[config.mk]
export PLATFORM = sky130hd
export DESIGN_NAME = lut4_chain_loader
export DESIGN_NICKNAME = d
export VERILOG_FILES = /design/src/rtl/lut4_chain_loader.sv
export SDC_FILE = /design/constraint.sdc
export NUM_CORES = 1
export LEC_CHECK = 0
export CELL_PAD_IN_SITES_DETAIL_PLACEMENT = 2
export CELL_PAD_IN_SITES_GLOBAL_PLACEMENT = 2
export CORE_MARGIN = 3
export CORE_UTILIZATION = 30
export CTS_CLUSTER_SIZE = 20
export DETAILED_ROUTE_END_ITERATION = 6
export GPL_TIMING_DRIVEN = 0
export PLACE_DENSITY_LB_ADDON = 0.3
export SYNTH_ARGS = -nofsm -noshare
export SYNTH_HDL_FRONTEND = slang
export SYNTH_SLANG_ARGS = --single-unit
[constraint.sdc]
create_clock -name clk -period 2.05 [get_ports clk]
set_input_delay 0.41 -clock clk [delete_from_list [all_inputs] [get_ports clk]]
set_output_delay 0.41 -clock clk [all_outputs]
set_load 0.01 [all_outputs]
[src/rtl/lut4_chain_loader.sv]
// rtl/lut4_chain_loader.sv - serialises per-tile config words onto a lut4 ccff chain with tail readback
// Words go out MSB-first; the first word accepted ends up in the tile farthest from ccff_head.

module lut4_chain_loader #(
  parameter int N_TILES = 4,
  parameter int CFG_W   = 18
) (
  input  logic             clk,
  input  logic             rst,
  input  logic             start,
  input  logic             abort,
  input  logic             cfg_valid,
  input  logic [CFG_W-1:0] cfg_data,
  output logic             cfg_ready,
  output logic             ccff_head,
  output logic             chain_shift,
  input  logic             ccff_tail,
  output logic [CFG_W-1:0] rb_data,
  output logic             rb_valid,
  output logic             busy,
  output logic             done,
  output logic             cfg_loaded
);

  localparam int BW = $clog2(CFG_W);
  localparam int WW = (N_TILES > 1) ? $clog2(N_TILES) : 1;

  typedef enum logic [1:0] {
    IDLE      = 2'd0,
    WAIT_WORD = 2'd1,
    SHIFT     = 2'd2,
    DONE      = 2'd3
  } state_t;

  state_t           state, state_nxt;
  logic [CFG_W-1:0] sreg, sreg_nxt;
  logic [CFG_W-2:0] rb_sreg;
  logic [BW-1:0]    bit_cnt;
  logic [WW-1:0]    word_cnt;
  logic             last_bit;
  logic             last_word;

  assign last_bit  = (bit_cnt == '0);
  assign last_word = (word_cnt == WW'(N_TILES - 1));

  always_comb begin
    state_nxt = state;
    sreg_nxt  = sreg;
    cfg_ready = 1'b0;
    done      = 1'b0;
    busy      = (state != IDLE);
    case (state)
      IDLE: begin
        if (start) state_nxt = WAIT_WORD;
      end
      WAIT_WORD: begin
        cfg_ready = 1'b1;
        if (cfg_valid) begin
          state_nxt = SHIFT;
          sreg_nxt  = cfg_data;
        end
      end
      SHIFT: begin
        sreg_nxt = {sreg[CFG_W-2:0], 1'b0};
        if (last_bit) state_nxt = last_word ? DONE : WAIT_WORD;
      end
      DONE: begin
        done      = 1'b1;
        state_nxt = IDLE;
      end
      default: state_nxt = IDLE;
    endcase
    // Abort freezes the word register; the chain keeps whatever was already shifted in.
    if (abort) begin
      state_nxt = IDLE;
      sreg_nxt  = sreg;
    end
  end

  // chain_shift gates prog_clk, so it and ccff_head come straight from flops.
  always_ff @(posedge clk or negedge rst) begin
    if (!rst) begin
      state       <= IDLE;
      sreg        <= '0;
      chain_shift <= 1'b0;
      ccff_head   <= 1'b0;
    end else begin
      state       <= state_nxt;
      sreg        <= sreg_nxt;
      chain_shift <= (state_nxt == SHIFT);
      ccff_head   <= (state_nxt == SHIFT) & sreg_nxt[CFG_W-1];
    end
  end

  always_ff @(posedge clk or negedge rst) begin
    if (!rst) begin
      bit_cnt    <= '0;
      word_cnt   <= '0;
      rb_sreg    <= '0;
      rb_data    <= '0;
      rb_valid   <= 1'b0;
      cfg_loaded <= 1'b0;
    end else begin
      rb_valid <= 1'b0;
      if (abort) begin
        cfg_loaded <= 1'b0;
      end else begin
        case (state)
          IDLE: begin
            if (start) begin
              word_cnt   <= '0;
              cfg_loaded <= 1'b0;
            end
          end
          WAIT_WORD: begin
            if (cfg_valid) bit_cnt <= BW'(CFG_W - 1);
          end
          SHIFT: begin
            rb_sreg <= {rb_sreg[CFG_W-3:0], ccff_tail};
            if (last_bit) begin
              rb_data  <= {rb_sreg, ccff_tail};
              rb_valid <= 1'b1;
              if (!last_word) word_cnt <= word_cnt + 1'b1;
            end else begin
              bit_cnt <= bit_cnt - 1'b1;
            end
          end
          DONE: begin
            cfg_loaded <= 1'b1;
          end
          default: ;
        endcase
      end
    end
  end

endmodule

== Word-level counts from Yosys, hierarchy flattened ==
Index checks and enable logic that the tools add are counted.

* Register bits after elaboration: 66
* Bits of input ports: 24
* Output and inout port bits: 25
* Logic and storage cells: 62

* Add/subtract/negate cells: 2
* Equal/unequal tests: 11
* Multiplexer cells: 24
* Bitwise gates (word level): 2
* Reduce and logical (&&, ||, !) cells: 12

{| class="wikitable"
|+ Operators with widths
! kind !! count
|-
| $mux W18 || 2
|-
| $pmux W18 S2 || 1
|-
| $mux W2 || 8
|-
| $mux W5 || 2
|-
| $ne A2 B2 Y1 const B || 5
|-
| $pmux W5 S2 || 1
|-
| $eq A2 B2 Y1 const B || 4
|-
| $pmux W2 S4 || 1
|-
| $mux W1 || 7
|-
| $reduce_and A3 Y1 || 2
|-
| $reduce_bool A2 Y1 || 3
|-
| $logic_not A5 Y1 || 1
|-
| $reduce_and A5 Y1 || 1
|-
| $sub A5 B1 Y5 const B || 1
|-
| $pmux W2 S2 || 1
|-
| $reduce_and A2 Y1 || 2
|-
| $reduce_and A4 Y1 || 1
|-
| $ne A3 B3 Y1 const B || 1
|-
| $reduce_bool A3 Y1 || 1
|-
| $add A2 B1 Y2 const B || 1
|-
| $eq A2 B1 Y1 const B || 1
|-
| $logic_not A2 Y1 || 1
|-
| $pmux W1 S2 || 1
|-
| $and A1 B1 Y1 || 1
|-
| $not A1 Y1 || 1
|}

== Depth between registers and ports, before layout ==
* Word-level depth: 7
* Gate-level depth with buffers: 7
* Depth with buffers taken out: 6

== Worst setup path after synthesis ==
OpenSTA, ideal clock, no wires.

* Path type: reg2reg
* From: register bit_cnt[0]
* To: register ccff_head
* Library setup time: 133 ps
* Arrival time: 1718 ps
* Data required time: 1917 ps
* Path slack: 200 ps
* Cell stages (with the launch flop): 7
* Path buffers: 0
* Clock period less this slack: 1850 ps
* Cells stage by stage: dfrtp_1 inv_1 ha_1 or4b_4 and3_4 o41ai_4 nor3b_1

* Cells in the longest elaborated chain, start to end: 6

{| class="wikitable"
|+ RTL lines
! what !! RTL line !! RTL
|-
| start: declaration || 38 || <nowiki>logic [BW-1:0] bit_cnt;</nowiki>
|-
| start signal: assignment || 116 || <nowiki>if (cfg_valid) bit_cnt <= BW'(CFG_W - 1);</nowiki>
|-
| start signal: assignment || 125 || <nowiki>bit_cnt <= bit_cnt - 1'b1;</nowiki>
|-
| $logic_not A5 Y1 || 43 || <nowiki>assign last_bit = (bit_cnt == '0);</nowiki>
|-
| $mux W2 || 65 || <nowiki>if (last_bit) state_nxt = last_word ? DONE : WAIT_WORD;</nowiki>
|-
| $pmux W2 S4 || 52 || <nowiki>case (state)</nowiki>
|-
| $mux W2 || 74 || <nowiki>if (abort) begin</nowiki>
|-
| $eq A2 B2 Y1 || 91 || <nowiki>ccff_head <= (state_nxt == SHIFT) & sreg_nxt[CFG_W-1];</nowiki>
|-
| $and A1 B1 Y1 || 91 ||
|-
| end signal: assignment || 91 ||
|-
| end: declaration || 15 || <nowiki>output logic ccff_head,</nowiki>
|}

No other way between the ends.
A chain may end at the register's enable or synchronous reset.

== Worst setup path after layout ==
Same ends and word-level chain as after synthesis.

==> summary.md <==
| Metric | Value |
|---|---|
| Reg2reg start | bit_cnt[0] |
| Worst hold path type | in -> async |
| Slowest CP cell | or4b_4 |
| Area Growth Syn to Fin | 33.1% |
| Worst-path clk slew | roughly 0.080 ns |
| Critical-path maximum fanout | 5 |
| # diodes | 0 |
| DP HPWL | around 4.8 mm |
| Mapped Nets | 270 |
| Router iterations before antenna repair | 4 |
| Clock latency on the worst-skew pair | 0.34 ns |
| Seq. cell area | 1650 sq um |
| Async S/R FF share, synth | between 90% and 100% |
| Period utilization | a little over nine tenths |
| Share of cells above drive strength 1 | 26.8% |
| Die area | about 11000 sq um |
| Crit path cell chain | inv_2 -> ha_4 -> or4b_4 -> and3_4 -> o41ai_4 -> nor3b_2 |
| Synth warn | 0 |
| Critical path's largest stage delay | between 0.4 and 0.5 ns |
| Critical Path AT | between 2 and 2.5 ns |
| Core ar. | 9330 sq um |
| DIE WIDTH | ~100 microns |
| Final net count | roughly 340 |
| Commonest non-fill, non-tap cells in the layout | 65 x dfrtp_1, 44 x clkdlybuf4s50_1, 36 x nor2_1 |
| CTS tree | built |
| Tmin final | 1.97 ns |
| Wire length on met1 | 3.24 mm |
| Fmax | a little over 0.5 GHz |
| Max-slew violations | 0 |
| GPL Wtd Cong | a little over 0.7 |
| Synth Instances | 238 |
| EDFF count, synth | 0 |
| Worst setup path category | reg -> reg |
| Buf/Inv on CP | 1 |
| GRT Util Overall | about 14% |
| Clock sinks | 66 |
| Crit. End Element | register |
| Max rail drop VDD | ~0.37 mV |
| CTS Buf Count | 9 |
| Post-CTS Hold Buffers | 0 |
| Initial antenna violation count | 0 |
| Post-synth top area share | a little under three fifths |
| CTS Root Cell | clkbuf_8 |
| Int Pwr | 2.81 mW |
| CP required | roughly 2.3 ns |
| Sequential share of the synthesized area | between 50% and 60% |
| Pin count of the biggest net entering global routing | 67 |
| Setup Skew | 0.0102 ns |
| H-tree depth | 3 |
| # IOs | 49 |
| Initial Util | 31.3% |
| Sw frac | roughly a third |
| P_leak | 1.77 nW |
| Sw power | between 1 and 1.5 mW |
| Detail Route met3 WL | 278 microns |
| Delay-heaviest family, CP | simple AND/OR/NAND/NOR gates |
| Hold Violations, Final | 0 |
| Synth area leaders | dfrtp_1 57%, mux2_2 13%, a221oi_1 4.8%, nor2_1 4.8%, ha_1 3.4% |
| Logic pwr share | about 33% |
| Pwr per Cell Area | around 1100 nW/um^2 |
| Clk pwr share | 25.6% |
| Wire per inst | about 17 microns |
| Status | finished clean |
| Row count | 35 |
| Vias per inst | 4.85 |
| Yosys top cell by area | dfrtp_1 |
| # setup viols final | 0 |
| Routed vias | roughly 2100 |
| GRT overflow | 0 |
| CTS Buffer Depth | 2 |
| R2R Setup Slk | 0.08 ns |
| WL met2 | roughly 3.7 mm |
| Commonest non-fill, non-tap cell in the layout | dfrtp_1 |
| Remaining antenna violation count | 0 |
| Port Buffers | between 40 and 50 |
| Post-Route WL | 7.28 mm |
| Reg power frac | between 40% and 50% |
| Netlist cell types | 39 |
| Footprint of the multi-input gates | 1240 sq um |
| Startpoint Class | register |
| Slew headroom | about two fifths |
| FF+latch count, synth | 66 |
| Height of the die | 105 microns |
| Fillers | between 900 and 1000 |
| Utilization after layout | 41.6% |
| DRC violations left | 0 |
| Max-Cap Viols | 0 |
| Worst Tran Pin Value | between 0.8 and 0.9 ns |
| R2r endpoint | ccff_head |
| Reg2reg path depth | 6 |
| Top layer in use | met4 |
| Dominant synthesized flop cell | dfrtp_1 |
| TNS Setup | 0 ns |
| Syn_area_per_cell | between 10 and 15 sq um |
| Cell Area, Synth | between 2000 and 3000 sq um |
| Vias in the first global route | 2446 |
| Initial drt markers | 37 |
| First-pass GRT wire length | about 13 mm |
==> Yosys cell counts (3+ instances only) <==
master	instances
dfrtp_1	66
clkbuf_1	6
o21ai_0	5
a221oi_1	16
nand2b_1	6
nand2_1	9
buf_2	3
ha_1	8
mux2_2	34
a22o_1	5
inv_1	8
nor2b_1	4
nor2_1	37
==> repair_timing <==
item / in CTS / in global routing
gates resized for setup: 12 / 20
buffers inserted: 5 / 3
gates cloned: 0 / 0
pin swaps: 1 / 1
endpoints found under the setup margin: 30 / 44
==> area by class of cell <==
type	instances	share of cell area, %
Buffer	11	1.58
Clock buffer	12	3.74
Clock inverter	4	1.32
Inverter	8	0.774
Multi-Input combinational cell	153	32.1
Sequential cell	66	42.6
Tap cell	129	4.16
Timing Repair Buffer	56	13.8
==> layer usage <==
layer | global-route usage (%) | vias up
li1 | - | 984
met1 | 18.8 | 1093
met2 | 23.2 | 42
met3 | 3.89 | 8
met4 | 5.06 | 0
met5 | 0 | -
==> power by group through the flow <==
stage | clock network [mW] | registers (mW) | logic, mW
global route | 1.21 | 1.83 | 1.62
floorplan | 0 | 1.75 | 0.894
CTS | 1.15 | 1.78 | 1.39
finish | 1.10 | 1.78 | 1.42
detailed placement | 0 | 1.81 | 1.32
global placement | 0 | 1.79 | 1.26
==> logic make-up after synthesis <==
| family | Yosys count | synth area share [%] |
|---|---|---|
| and+or+nand+nor | 67 | 11.5 |
| DFF | 66 | 56.7 |
| AOI/OAI and AO/OA | 42 | 12.0 |
| muxes | 36 | 13.9 |
| buffers and inverters | 19 | 2.58 |
| adders and majority gates | 8 | 3.43 |
==> registers in the layout, summed over array words and instances (netlist names) <==
signal and cells:
chain_shift 1, cfg_loaded 1, bit_cnt 5, rb_data 18, word_cnt 2, ccff_head 1, rb_valid 1, sreg 18
state 2, rb_sreg 17
==> worst max path at each step <==
stage / startpoint / to / cells after the start
finish: bit_cnt[0] / ccff_head / 6
detailed placement: abort / sreg[15] / 6
global route: state[0] / rb_data[15] / 7
global placement: rst / rb_data[13] / 1
floorplan: bit_cnt[0] / ccff_head / 6
CTS: state[0] / sreg[9] / 6
==> stage by stage <==
stage	cells	power (mW)	setup slack [ns]	hold WS [ns]	instance area [sq um]
3_3_place_gp	415	3.05	-1.80	0.468	3560
2_1_floorplan	238	2.64	0.200	0.114	2920
5_1_grt	439	4.66	-0.00983	0.224	3880
3_5_place_dp	415	3.13	-0.384	0.476	3550
4_1_cts	436	4.31	0.0309	0.202	3800
6_report	439	4.30	0.0843	0.157	3880
Note: power is estimated with default switching activity, not from simulation.
